==> src/rtl/fifo_packer_pkg.sv <==
// Shared types and default sizing for the FIFO-to-wide-beat packer.
package fifo_packer_pkg;

  localparam int DEFAULT_WIDTH   = 8;
  localparam int DEFAULT_RATIO   = 4;
  localparam int DEFAULT_TIMEOUT = 16;

  typedef enum logic [0:0] {
    COLLECT = 1'b0,
    SEND    = 1'b1
  } state_t;

endpackage

==> src/rtl/fifo_packer_ff.sv <==
// Enable flip-flop used for each packed lane; synchronous active-low reset.
module fifo_packer_ff #(
  parameter int WIDTH = 8
) (
  input  logic             clk,
  input  logic             rst,
  input  logic             en,
  input  logic [WIDTH-1:0] d,
  output logic [WIDTH-1:0] q
);

  always_ff @(posedge clk) begin
    if (!rst) begin
      q <= '0;
    end else if (en) begin
      q <= d;
    end
  end

endmodule

==> src/rtl/fifo_packer.sv <==
// Packs RATIO words from an upstream FIFO into one wide output beat,
// emitting a partial beat on flush or after an idle timeout.
module fifo_packer
  import fifo_packer_pkg::*;
#(
  parameter int WIDTH   = DEFAULT_WIDTH,
  parameter int RATIO   = DEFAULT_RATIO,
  parameter int TIMEOUT = DEFAULT_TIMEOUT
) (
  input  logic                       clk,
  input  logic                       rst,
  input  logic                       fifo_empty,
  input  logic [WIDTH-1:0]           fifo_data,
  output logic                       fifo_pop,
  input  logic                       flush,
  output logic                       out_valid,
  input  logic                       out_ready,
  output logic [WIDTH*RATIO-1:0]     out_data,
  output logic [$clog2(RATIO+1)-1:0] out_count
);

  localparam int CW = $clog2(RATIO + 1);
  localparam int IW = $clog2(TIMEOUT);

  state_t        state;
  state_t        state_next;
  logic [CW-1:0] cnt;
  logic [CW-1:0] cnt_next;
  logic [CW-1:0] cnt_pop;
  logic [IW-1:0] idle;
  logic [IW-1:0] idle_next;
  logic          pop;
  logic          handshake;
  logic [RATIO-1:0] lane_en;
  logic [WIDTH-1:0] lane_d;

  // Popping is only legal while collecting; reset gates it combinationally.
  assign pop       = (state == COLLECT) && !fifo_empty && rst;
  assign fifo_pop  = pop;
  assign handshake = (state == SEND) && out_ready;
  assign cnt_pop   = cnt + CW'(pop);

  assign out_valid = (state == SEND);
  assign out_count = cnt;

  always_comb begin
    state_next = state;
    cnt_next   = cnt;
    idle_next  = idle;
    case (state)
      COLLECT: begin
        cnt_next = cnt_pop;
        if (pop || cnt == '0) begin
          idle_next = '0;
        end else if (idle < IW'(TIMEOUT - 1)) begin
          idle_next = idle + IW'(1);
        end
        // A full beat, a flush with data, or an expired idle count all close the beat.
        if (cnt_pop == CW'(RATIO)) begin
          state_next = SEND;
        end else if (flush && cnt_pop != '0) begin
          state_next = SEND;
        end else if (!pop && cnt != '0 && idle_next == IW'(TIMEOUT - 1)) begin
          state_next = SEND;
        end
      end
      SEND: begin
        if (out_ready) begin
          state_next = COLLECT;
          cnt_next   = '0;
          idle_next  = '0;
        end
      end
      default: begin
        state_next = COLLECT;
      end
    endcase
  end

  always_ff @(posedge clk) begin
    if (!rst) begin
      state <= COLLECT;
      cnt   <= '0;
      idle  <= '0;
    end else begin
      state <= state_next;
      cnt   <= cnt_next;
      idle  <= idle_next;
    end
  end

  // On handshake every lane loads zero so unused lanes of the next beat read as zero.
  assign lane_d = handshake ? '0 : fifo_data;

  for (genvar k = 0; k < RATIO; k++) begin : g_lane
    assign lane_en[k] = (pop && cnt == CW'(k)) || handshake;

    fifo_packer_ff #(
      .WIDTH(WIDTH)
    ) u_lane (
      .clk(clk),
      .rst(rst),
      .en (lane_en[k]),
      .d  (lane_d),
      .q  (out_data[k*WIDTH +: WIDTH])
    );
  end

endmodule
==> config.mk <==
export PLATFORM = sky130hd
export DESIGN_NAME = fifo_packer
export DESIGN_NICKNAME = d
export VERILOG_FILES = /design/src/rtl/fifo_packer_pkg.sv /design/src/rtl/fifo_packer_ff.sv /design/src/rtl/fifo_packer.sv
export SDC_FILE = /design/constraint.sdc
export NUM_CORES = 1
export LEC_CHECK = 0
export ABC_AREA = 1
export CAP_MARGIN = 25
export CORE_MARGIN = 4
export CORE_UTILIZATION = 30
export CTS_CLUSTER_SIZE = 8
export DETAILED_ROUTE_END_ITERATION = 10
export GPL_ROUTABILITY_DRIVEN = 0
export REMOVE_ABC_BUFFERS = 1
export SKIP_LAST_GASP = 1
export SYNTH_ARGS = -nofsm -noshare
export SYNTH_HDL_FRONTEND = slang
export SYNTH_SLANG_ARGS = --single-unit
==> constraint.sdc <==
create_clock -name clk -period 1.7 [get_ports clk]
set_input_delay 0.255 -clock clk [delete_from_list [all_inputs] [get_ports clk]]
set_output_delay 0.255 -clock clk [all_outputs]
set_load 0.05 [all_outputs]
# Word-level counts from Yosys, hierarchy flattened
# Cells that the tools add are included.
# totals
input_bits	13
elab_cells	50
out_inout_bits	37
register_bits	40
# op_classes
n_reduce_logical	20
eq_ne	6
bitwise_logic	1
order_cmp	1
addsub	2
n_mux	13
# op_table
cell	count
4-bit 2-to-1 mux	4
1-bit logical AND	10
8-bit 2-to-1 mux	1
4-bit one-hot mux with 2 select lines	1
3-bit by 2-bit == test with 1-bit output (second input constant)	2
3-bit one-hot mux with 2 select lines	1
3-bit nonzero test	2
1-bit logical OR	5
4-bit by 1-bit adder with 4-bit output (second input constant)	1
4-bit == test (second input constant)	1
4-bit less-than comparator (second input constant)	1
1-bit 2-to-1 mux	4
3-bit by 1-bit adder with 3-bit output	1
3-bit by 1-bit == test with 1-bit output (second input constant)	1
3-bit == test (second input constant)	1
3-bit zero test	1
3-bit 2-to-1 mux	1
1-bit zero test	2
2-bit != test (second input constant)	1
1-bit one-hot mux with 2 select lines	1
1-bit inverter	1

# Longest topological paths before layout
# logic_depth
ltp_word	12
mapped_depth	10
ltp_nobuf	10

# By module
# Synthesis repeated with hierarchy kept, for this count alone.
# unflattened
hier_cells	299
area_unflattened_um2	2003.2
# modules_own_cells
module	cells_per_inst	area_each_um2	instances	seq_area_each_um2
fifo_packer_ff	51	356.6	4	160.2
fifo_packer	95	576.8	1	160.2

# Worst setup path after synthesis
# OpenSTA, ideal clock, no wires.
# synth_path
path_type	reg-to-reg
from	register state (netlist: out_valid)
to	register state (netlist: out_valid)
setup_ns	0.112
t_arrival_ns	1.852
path_stages_with_launch	10
period_less_slack_ns	1.964
path_slack_ns	-0.264
n_path_buf	0
required_ns	1.588
cell_sequence	dfxtp_1 inv_2 nand2_4 nor2_8 ha_1 ha_1 o21ai_0 nand3_1 nor2_1 nor2_1
# synth_via
elab_chain_cells	12
elab_cells_between_ends	18
cone_classes	1 x add/sub; 2 x eq/ne; 6 x mux; 1 x bitwise; 8 x reduce/logical
# synth_rtl
item	line_no	source
start: declaration	fifo_packer.sv:25	state_t state;
start signal: assignment	fifo_packer.sv:86	state <= state_next;
1-bit inverter (*)	-	
1-bit logical AND (*) (2 in series)	fifo_packer.sv:38	assign pop = (state == COLLECT) && !fifo_empty && rst;
net fifo_pop	fifo_packer.sv:14	output logic fifo_pop,
1-bit logical OR	fifo_packer.sv:53	if (pop || cnt == '0) begin
4-bit 2-to-1 mux	fifo_packer.sv:53	
4-bit 2-to-1 mux	fifo_packer.sv:50	case (state)
4-bit == test	fifo_packer.sv:63	end else if (!pop && cnt != '0 && idle_next == IW'(TIMEOUT - 1)) begin
1-bit logical AND	fifo_packer.sv:63	
1-bit 2-to-1 mux	fifo_packer.sv:63	
1-bit 2-to-1 mux	fifo_packer.sv:61	end else if (flush && cnt_pop != '0) begin
1-bit 2-to-1 mux (*)	fifo_packer.sv:59	if (cnt_pop == CW'(RATIO)) begin
1-bit one-hot mux with 2 select lines (*)	fifo_packer.sv:50	
# Mark *: on every way through the listed nets, which the timed path passes. The rest lies on a longest branch. The select of a mux whose other input is x is not followed.
# A chain may end at the register's enable or synchronous reset.

# Worst setup path in the final report
# layout_path
from	input fifo_empty
to	register state (netlist: out_valid)
# layout_via
elab_chain_cells	12
elab_cells_between_ends	18
cone_classes	1 x add/sub; 2 x eq/ne; 6 x mux; 9 x reduce/logical
# layout_rtl
item	line_no	source
start: declaration	fifo_packer.sv:12	input logic fifo_empty,
1-bit zero test (*)	fifo_packer.sv:38	
1-bit logical AND (*) (2 in series)	fifo_packer.sv:38	
1-bit logical OR	fifo_packer.sv:53	
4-bit 2-to-1 mux	fifo_packer.sv:53	
4-bit 2-to-1 mux	fifo_packer.sv:50	
4-bit == test	fifo_packer.sv:63	
1-bit logical AND	fifo_packer.sv:63	
1-bit 2-to-1 mux	fifo_packer.sv:63	
1-bit 2-to-1 mux	fifo_packer.sv:61	
1-bit 2-to-1 mux (*)	fifo_packer.sv:59	
1-bit one-hot mux with 2 select lines (*)	fifo_packer.sv:50	
# Mark *: on every way between the ends. The rest lies on a longest branch, timed or not. The select of a mux whose other input is x is not followed.

==> results_dict.tcl <==
set metrics [dict create \
    status "completed" \
    yosys_warnings 0 \
    vias_per_cell 4.61 \
    min_path_cells 2 \
    critical_path_class "in -> reg" \
    post_cts_buffers 0 \
    post-route-min-period_ns 1.57 \
    skew_ns 0.00629 \
    synthCells 231 \
    cts_buffers 5 \
    final_common_cell "nand2_1" \
    io_buffers 49 \
    top_usage_layer "met2" \
    r2r_setup_slack_ns 0.14 \
    drc_errors 0 \
    p_per_area_nw_per_um2 1090 \
    cts_tree "yes" \
    ir_worst_vdd_uv 677 \
    synth_seq_cells 40 \
    arrival_ns 1.78 \
    path_depth 8 \
    place_inst 362 \
    slew_violations 0 \
    cp-end-kind "register" \
    utilization_pct 45.7 \
    hold_viol 0 \
    worstPathMaxFanout 2 \
    use_met3_pct 4.12 \
    clk_pin_slew_worst_paths_ns 0.08 \
    cap_violations 0 \
    grt_max_degree 22 \
    grt_pass1_wl_um 7750 \
    crit_path_start_kind "input pin" \
    met2_usage_pct 20.9 \
    stdcell_count 370 \
    antenna_found_initial 0 \
    place_hpwl_um 3570 \
    groute.layer.met1.usage_pct 17.4 \
    hold_slack_ns 0.464 \
    critPathRequiredTime_ns 1.90 \
    track_usage_pct 13.4 \
    drt-initial-drc-count 82 \
    vias 1706 \
    final_layout_size_suffix_gt1_share_pct 26.2 \
    setup_viol 0 \
    hold_path.class "reg -> reg" \
    die_y_um 84.4 \
    setup.worst_path.start "fifo_empty" \
    finalCritPeriodShare_pct 92.6 \
    drt-total-wl_um 4700 \
    diodes 0 \
    ant_nets 0 \
    rows 27 \
    slowest_stage "clkdlybuf4s50_1" \
    drt_first_pass_iters 4 \
    syn2layout_area_growth_pct 45.6 \
    finalNetCount 313 \
    worst-path-buf-inv 1 \
    tightest_slew_ns 0.315 \
    power_mw 2.78 \
    syn_area_um2 1750 \
    htreeDepth 2 \
    path_cells "clkdlybuf4s50_1, nor2_8, ha_1, ha_1, o21ai_0, nand3_1, nor2_1, nor2_1" \
    cts_sinks 40 \
    clk-insertion-delay-late_ns 0.30 \
    first_global_vias 1618 \
    critPathCapture "out_valid$_SDFF_PN0_" \
    ios 50 \
    gr-total-overflow 0 \
    synth_seq_area_share_pct 45.8 \
    synth_cell_types 24 \
    core_um2 5570 \
    setup_tns_ns 0 \
    most-common-layout-cells "58 x nand2_1, 50 x buf_4, 39 x dfxtp_1, 33 x a21oi_1, 30 x nand3_1" \
    rsz0062_at_grt "no" \
    routedWlPerCell_um 12.7 \
    rr_worst_depth 9 \
    r2r-end "out_valid$_SDFF_PN0_" \
    cts_max_path_buffers 2 \
    crit_path_max_incr_delay_ns 0.58 \
    crit_family "buffers and inverters" \
    r2r-start "out_valid$_SDFF_PN0_" \
    hold_buffers 0 \
    fmax_mhz 635 \
    p_leak_nw 1.11 \
    avgSynthCellArea_um2 7.57 \
    start_util_pct 31.4 \
    slew_headroom_pct 78.9 \
    fp.dieW_um 84.4 \
    cts_root_buf "clkbuf_8" \
    fp.dieArea_um2 7120 \
]
## logic make-up (layout without fill, tap and decap cells)
group,after synthesis,count (layout),synth area share [%]
buf+inv,29,96,7.22
flops,40,40,45.8
xor+xnor,1,1,0.501
compound gates,44,44,13.4
fa+ha+maj,3,3,2.15
simple gates,114,114,30.9
## how the worst min path moves through the flow
stage	startpoint	end
floorplan	rst	out_valid$_SDFF_PN0_
global placement	g_lane[1].u_lane.q[1]$_SDFFE_PN0P_	g_lane[1].u_lane.q[1]$_SDFFE_PN0P_
detailed placement	g_lane[0].u_lane.q[0]$_SDFFE_PN0P_	g_lane[0].u_lane.q[0]$_SDFFE_PN0P_
CTS	g_lane[0].u_lane.q[0]$_SDFFE_PN0P_	g_lane[0].u_lane.q[0]$_SDFFE_PN0P_
global route	g_lane[0].u_lane.q[4]$_SDFFE_PN0P_	g_lane[0].u_lane.q[4]$_SDFFE_PN0P_
finish	g_lane[0].u_lane.q[0]$_SDFFE_PN0P_	g_lane[0].u_lane.q[0]$_SDFFE_PN0P_
## timing repair
item | in CTS | in global routing
gates resized for setup | 0 | 1
endpoints found under the hold margin | 0 | 0
setup endpoints to repair | 0 | 1
## metal layers
metal / vias up / wire length [um]
li1: 894 / -
met1: 766 / 2190
met2: 40 / 2200
met3: 6 / 247
met4: 0 / 61
met5: - / 0
## cell type report
type                       count  area, um^2
fill                         571        3030
clock inverter                 3        90.1
tap                           72        90.1
timing repair buffer          67         596
inverter                      21        78.8
clock buffer                   5        68.8
sequential                    40         802
multi-input combinational    162         822
## worst reg2reg max path: cells and delay by family, from the launching register on
family                     cells  cell delay (ns)
AOI/OAI and AO/OA              1             0.16
and+or+nand+nor                5             0.36
DFF                            1             0.37
adders and majority gates      2             0.48
buffers and inverters          1             0.08
## per-stage QoR
stage / worst slack, ns / area [um^2]
after floorplan: -0.279 / 1700
after global placement: -0.177 / 2390
after detailed placement: -0.191 / 2390
after CTS: 0.0690 / 2550
after global routing: 0.0152 / 2550
final: 0.126 / 2550
## synth_stat cells
library cell,instances,share of area [%]
o22ai_1,3,1.1
inv_2,4,0.86
nor2_2,1,0.36
o21ai_0,4,1.1
nor3_1,1,0.29
nand3_1,30,8.6
nand4_1,4,1.4
a21oi_1,33,9.4
dfxtp_1,40,46
clkbuf_1,3,0.64
o21a_1,3,1.3
buf_4,2,0.86
nand2_1,58,12
nand3_4,2,2.0
inv_1,17,3.6
xor2_1,1,0.50
nand2_2,4,1.4
ha_1,3,2.1
nand2_4,1,0.64
buf_2,2,0.57
o21ai_2,1,0.50
nor2_1,12,2.6
buf_6,1,0.64
nor2_8,1,1.1
## state kept, by name, indices dropped and copies added (netlist names)
signal	count
g_lane.u_lane.q	32
idle	4
out_count	3
out_valid	1
## report_power, final
group	total (mW)	internal (mW)	switching (mW)	leakage (nW)
clock	1.08	0.734	0.345	0.0784
sequential	1.04	0.997	0.0421	0.325
combinational	0.657	0.227	0.431	0.706
total	2.78	1.96	0.817	1.11
Note: power is estimated with default switching activity, not from simulation.
